$ cat config.mk
export PLATFORM = sky130hd
export DESIGN_NAME = decoder_nx_seq
export DESIGN_NICKNAME = d
export VERILOG_FILES = /design/src/rtl/decoder_nx_seq_pkg.sv /design/src/rtl/decoder_nx_seq_scan_ctr.sv /design/src/rtl/decoder_nx_seq.sv
export SDC_FILE = /design/constraint.sdc
export NUM_CORES = 1
export LEC_CHECK = 0
export CORE_MARGIN = 1.5
export CORE_UTILIZATION = 40
export DETAILED_ROUTE_END_ITERATION = 8
export GPL_TIMING_DRIVEN = 0
export HOLD_SLACK_MARGIN = 0.03
export PLACE_DENSITY = 0.71
export SYNTH_ARGS = -nofsm -noshare
export SYNTH_HDL_FRONTEND = slang
export SYNTH_SLANG_ARGS = --single-unit
$ cat constraint.sdc
create_clock -name clk -period 1.8 [get_ports clk]
set_clock_uncertainty 0.05 [all_clocks]
set_input_delay 0.54 -clock clk [delete_from_list [all_inputs] [get_ports clk]]
set_output_delay 0.54 -clock clk [all_outputs]
set_load 0.02 [all_outputs]
$ cat src/rtl/decoder_nx_seq_pkg.sv
// Shared types and helpers for the decoder_nx_seq line decoder.
package decoder_pkg;

    typedef enum logic [1:0] {
        IDLE   = 2'd0,
        DIRECT = 2'd1,
        SCAN   = 2'd2
    } dec_state_t;

    localparam logic MODE_DIRECT = 1'b0;
    localparam logic MODE_SCAN   = 1'b1;

    // Widest select supported is 8 bits, so 256 lines is the ceiling.
    localparam int ONEHOT_MAX = 256;

    // One-hot of idx over n lines; all-zero when idx is not a valid line.
    function automatic logic [ONEHOT_MAX-1:0] onehot(input logic [7:0] idx, input int n);
        logic [ONEHOT_MAX-1:0] r;
        r = '0;
        if (int'(idx) < n) r[idx] = 1'b1;
        return r;
    endfunction

endpackage

$ cat src/rtl/decoder_nx_seq_scan_ctr.sv
// Dwell and line counter for SCAN mode. idx/wrap describe the line the
// top level should display on the following cycle; wrap flags the first
// cycle of line 0 after running past the last line.
module dec_scan_ctr #(
    parameter int SEL_W   = 2,
    parameter int NUM_OUT = 4,
    parameter int DWELL   = 1
) (
    input  logic             clk,
    input  logic             rst_n,
    input  logic             restart,
    input  logic             run,
    output logic [SEL_W-1:0] idx,
    output logic             wrap
);

    localparam int DW_W = (DWELL > 1) ? $clog2(DWELL) : 1;
    localparam logic [DW_W-1:0]  DW_LAST  = DW_W'(DWELL - 1);
    localparam logic [SEL_W-1:0] IDX_LAST = SEL_W'(NUM_OUT - 1);

    logic [DW_W-1:0]  dwell_q, dwell_d;
    logic [SEL_W-1:0] idx_q, idx_d;
    logic             wrap_q, wrap_d;

    // Restart parks on line 0; run holds each line DWELL cycles then advances.
    always_comb begin
        dwell_d = dwell_q;
        idx_d   = idx_q;
        wrap_d  = 1'b0;
        if (restart) begin
            dwell_d = '0;
            idx_d   = '0;
        end else if (run) begin
            if (dwell_q == DW_LAST) begin
                dwell_d = '0;
                if (idx_q == IDX_LAST) begin
                    idx_d  = '0;
                    wrap_d = 1'b1;
                end else begin
                    idx_d = idx_q + 1'b1;
                end
            end else begin
                dwell_d = dwell_q + 1'b1;
            end
        end
    end

    // Counter state registers.
    always_ff @(posedge clk or negedge rst_n) begin
        if (!rst_n) begin
            dwell_q <= '0;
            idx_q   <= '0;
            wrap_q  <= 1'b0;
        end else begin
            dwell_q <= dwell_d;
            idx_q   <= idx_d;
            wrap_q  <= wrap_d;
        end
    end

    assign idx  = idx_q;
    assign wrap = wrap_q;

endmodule

$ cat src/rtl/decoder_nx_seq.sv
// Registered SEL_W-to-NUM_OUT one-hot decoder with DIRECT (handshaked
// select) and SCAN (self-walking) modes. Define DECODE_ERR_EN to reject
// out-of-range selects and report them on err.
module decoder_nx_seq
    import decoder_pkg::*;
#(
    parameter int SEL_W   = 2,
    parameter int NUM_OUT = 4,
    parameter int DWELL   = 1
) (
    input  logic               clk,
    input  logic               rst_n,
    input  logic               en,
    input  logic               mode,
    input  logic               in_valid,
    output logic               in_ready,
    input  logic [SEL_W-1:0]   sel,
    output logic [NUM_OUT-1:0] y,
    output logic               y_valid,
    output logic [SEL_W-1:0]   cur_idx,
    output logic               wrap
`ifdef DECODE_ERR_EN
    ,
    output logic               err
`endif
);

    dec_state_t         state_q, state_d;
    logic [NUM_OUT-1:0] y_q, y_d;
    logic               y_valid_q, y_valid_d;
    logic [SEL_W-1:0]   cur_idx_q, cur_idx_d;
    logic               wrap_q, wrap_d;
    logic [SEL_W-1:0]   scan_idx;
    logic               scan_wrap;
    logic               accept;

`ifdef DECODE_ERR_EN
    logic err_q, err_d;
    logic oor;
    // Constant 0 when every select code maps to a line.
    assign oor    = {1'b0, sel} >= (SEL_W+1)'(NUM_OUT);
    assign accept = !oor;
`else
    assign accept = 1'b1;
`endif

    dec_scan_ctr #(
        .SEL_W   (SEL_W),
        .NUM_OUT (NUM_OUT),
        .DWELL   (DWELL)
    ) u_scan_ctr (
        .clk     (clk),
        .rst_n   (rst_n),
        .restart (!en || state_q != SCAN),
        .run     (en && state_q == SCAN && mode == MODE_SCAN),
        .idx     (scan_idx),
        .wrap    (scan_wrap)
    );

    // Next-state and next-output logic; en low overrides everything.
    always_comb begin
        state_d   = state_q;
        y_d       = y_q;
        y_valid_d = y_valid_q;
        cur_idx_d = cur_idx_q;
        wrap_d    = 1'b0;
`ifdef DECODE_ERR_EN
        err_d     = 1'b0;
`endif
        if (!en) begin
            state_d   = IDLE;
            y_d       = '0;
            y_valid_d = 1'b0;
        end else begin
            case (state_q)
                IDLE: state_d = (mode == MODE_SCAN) ? SCAN : DIRECT;
                DIRECT: begin
                    if (in_valid && accept) begin
                        y_d       = NUM_OUT'(onehot(8'(sel), NUM_OUT));
                        y_valid_d = 1'b1;
                        cur_idx_d = sel;
                    end
`ifdef DECODE_ERR_EN
                    err_d = in_valid && oor;
`endif
                    // A transfer in the flip cycle still lands; SCAN starts after.
                    if (mode == MODE_SCAN) state_d = SCAN;
                end
                SCAN: begin
                    if (mode == MODE_SCAN) begin
                        y_d       = NUM_OUT'(onehot(8'(scan_idx), NUM_OUT));
                        y_valid_d = 1'b1;
                        cur_idx_d = scan_idx;
                        wrap_d    = scan_wrap;
                    end else begin
                        state_d = DIRECT;
                    end
                end
                default: state_d = IDLE;
            endcase
        end
    end

    // State and registered outputs.
    always_ff @(posedge clk or negedge rst_n) begin
        if (!rst_n) begin
            state_q   <= IDLE;
            y_q       <= '0;
            y_valid_q <= 1'b0;
            cur_idx_q <= '0;
            wrap_q    <= 1'b0;
`ifdef DECODE_ERR_EN
            err_q     <= 1'b0;
`endif
        end else begin
            state_q   <= state_d;
            y_q       <= y_d;
            y_valid_q <= y_valid_d;
            cur_idx_q <= cur_idx_d;
            wrap_q    <= wrap_d;
`ifdef DECODE_ERR_EN
            err_q     <= err_d;
`endif
        end
    end

    assign in_ready = (state_q == DIRECT);
    assign y        = y_q;
    assign y_valid  = y_valid_q;
    assign cur_idx  = cur_idx_q;
    assign wrap     = wrap_q;
`ifdef DECODE_ERR_EN
    assign err      = err_q;
`endif

endmodule
==> metrics.md <==
| Metric | Value |
|---|---|
| Net Sw Power | 186 uW |
| DRT Pass-1 Iters | 6 |
| Sw Share | 28.4% |
| Drt drc | 0 |
| R2R setup slack | 0.28 ns |
| Post-DRT Antenna Nets | 0 |
| Crit. End Element | output pin |
| Synth top area share | 47.4% |
| Mapped Area | 686 sq um |
| Final WL | 1.27 mm |
| Drt wl/cell | 13.2 um |
| Register bit count reported by yosys | 13 |
| Sequential power share | 49.9% |
| Clock share of power | 28.2% |
| Post-synth top flop | dfrtp_1 |
| Register area share after synthesis | 47.4% |
| P_leak | 0.000433 uW |
| Worst Path Max Fanout | 5 |
| Post-synth EDFFs | 0 |
| Req. time, crit path | 1.21 ns |
| PD cells | 766 nW/um^2 |
| Worst path max stage delay | 0.42 ns |
| Fmax | 575 MHz |
| DR vias/cell | 5.33 |
| Kind of critical path | register to output pin |
| DIE AREA | 1970 sq um |
| Crit. path cell count | 2 |
| Final worst path period need | 1.74 ns |
| GRT Total Usage | 14.8% |
| Crit-path slowest cell | dfrtp_1 |
| CP endpoint | in_ready |
| Worst skew pair latency | 0.28 ns |
| Die Ht | 44.4 um |
| RSZ-0062 raised after global routing | no |
| Nets | 92 |
| Final period util | 96.7% |
| Total core area | 1560 sq um |
| WP data arrival | 1.15 ns |
| Worst Setup Start Kind | register |
| Hpwl dp | 967 um |
| Ys async rst share | 100% |
| Inserted Diodes | 0 |
| Clk sinks | 13 |
| Initial Utilization | 44.0% |
| Vias in the first global route | 469 |
| Buf/Inv on CP | 1 |
| Mapped Cells | 63 |
| Largest net degree at the start of global routing | 14 |
| Vias after detailed routing | 512 |
| Worst Setup SP | state_q[0]$_DFFE_PN0P_ |
| RR Startpoint | state_q[1]$_DFFE_PN0P_ |
| Most common cell in the netlist | dfrtp_1 |
| Synth area leader | dfrtp_1 |
| I/O Buffers | 14 |
| Fillers | 145 |
| Area grow syn2layout | 25.0% |
| Cell-internal power | 470 uW |
| Clock Tree Root | clkbuf_4 |
| Postcts setup bufs | 0 |
| Die W | 44.4 um |
| CTS Buffer Depth | 2 |
| Yosys warning count | 0 |
| Gpl congestion | 0.740 |
| Peak supply drop | 0.000415 V |
| H-tree depth | 1 |
| Largest cells by area after synthesis | dfrtp_1, ha_1, mux2_4, o31ai_1, nand2_1 |
| CP top delay family | flip-flops |
| Util after Layout | 55.0% |
| First-pass GRT wire length | 2.09 mm |
| Max_cap viols | 0 |
| Initial antenna violation count | 0 |
| Netlist cell types | 23 |
| Syn_area_per_cell | 10.9 sq um |
| FF-to-FF path depth | 3 |
| Crit path cell chain | nor2b_1 -> dlygate4sd2_1 |
| Num CTS Buffers | 3 |
| Cell Rows | 14 |
| Total congestion overflow | 0 |
| R2r endpoint | cur_idx[1]$_DFFE_PN0P_ |
| DR iter-0 viols | 10 |
| Worst Hold Class | register to register |
| Fin. Hold Viols | 0 |
| Relative slew slack | 60.8% |
| Synth top cells by count | dfrtp_1, nand2_1 |
| Status | finished clean |
| Layout cells sized above 1 | 12.5% |
| CTS clock-pin slew for the worst setup and hold paths | 0.08 ns |
| Fin. max-slew vios | 0 |
| Final TNS setup | 0 ns |
| I/O pin count | 16 |
| Combinational share of power | 21.9% |
| CTS tree | done |
| Slew @ Worst Pin | 0.586 ns |
| Post-Synthesis Net Count | 74 |
| Final setup viols | 0 |
[worst min path at each step]
stage	cells after the start	startpoint	to
finish	1	y_valid$_DFFE_PN0P_	y_valid$_DFFE_PN0P_
global route	2	mode	state_q[0]$_DFFE_PN0P_
CTS	1	y_valid$_DFFE_PN0P_	y_valid$_DFFE_PN0P_
detailed placement	1	y_valid$_DFFE_PN0P_	y_valid$_DFFE_PN0P_
global placement	1	y_valid$_DFFE_PN0P_	y_valid$_DFFE_PN0P_
floorplan	0	rst_n	cur_idx[0]$_DFFE_PN0P_
[cells by family after synthesis]
group	count (synthesis)	synth area share, %
AND/OR/NAND/NOR	23	19.3
flip-flops	13	47.4
AO/OA/AOI/OAI	10	10.2
buffers and inverters	7	5.11
multiplexers	6	10.6
adder cells (fa/ha/maj)	4	7.30
[layout make-up]
class,instances,area (sq um),share of cell area [%]
sequential,13,325,38.0
multi-input combinational,43,325,38.0
timing repair buffer,14,129,15.0
clock buffer,4,26.3,3.07
buffer,4,23.8,2.77
tap,16,20.0,2.34
inverter,2,7.51,0.876
[flip-flops by register name (all words and copies together), names as in the netlist]
register,count
y,4
cur_idx,2
u_scan_ctr.idx,2
state_q,2
y_valid,1
wrap,1
u_scan_ctr.wrap,1
[timing repair]
action                     4_1_cts  5_1_grt
setup endpoints to repair        9        2
hold buffers                     0        0
gates resized for setup          9        0
[per-stage QoR]
stage,worst slack (ns),area (sq um),total power [uW],cells,hold WS (ns)
floorplan,0.151,686,421,63,0.194
global placement,-0.252,846,492,93,0.428
detailed placement,-0.279,846,495,93,0.430
CTS,0.00839,861,659,97,0.444
global route,0.0351,857,684,96,0.461
finish,0.0599,857,657,96,0.442
[layer usage]
layer	share of wire [%]	vias to the layer above	wire length, um	GRT usage (%)
met2	43	12	545	21.5
met5	0	-	0	0
met4	1.7	0	21	7.27
met3	3.9	4	50	2.45
met1	51	242	651	21.4
li1	-	254	-	-
[power by group through the flow]
stage / registers [uW] / clock network (uW) / logic [uW]
4_1_cts: 328 / 185 / 146
3_5_place_dp: 335 / 0 / 161
3_3_place_gp: 334 / 0 / 158
2_1_floorplan: 359 / 0 / 61.3
6_report: 328 / 185 / 144
5_1_grt: 330 / 198 / 156
[cell usage in the layout (no fill, tap or decap)]
master and n:
or3b_2 1, ha_1 4, and3_1 1, buf_2 1
clkdlybuf4s50_1 5, and3b_1 2, nor2b_1 2, mux2i_1 2
mux2_2 2, buf_6 1, or2_1 1, clkbuf_1 3
nand3b_1 1, clkbuf_4 3, dlygate4sd2_1 9, or3b_1 1
mux2_4 2, a31oi_1 4, o21a_1 2, o31ai_1 4
nor2_1 4, or3_1 1, dfrtp_1 13, inv_1 2
and4_1 2, nand2_1 7
Note: power is estimated with default switching activity, not from simulation.
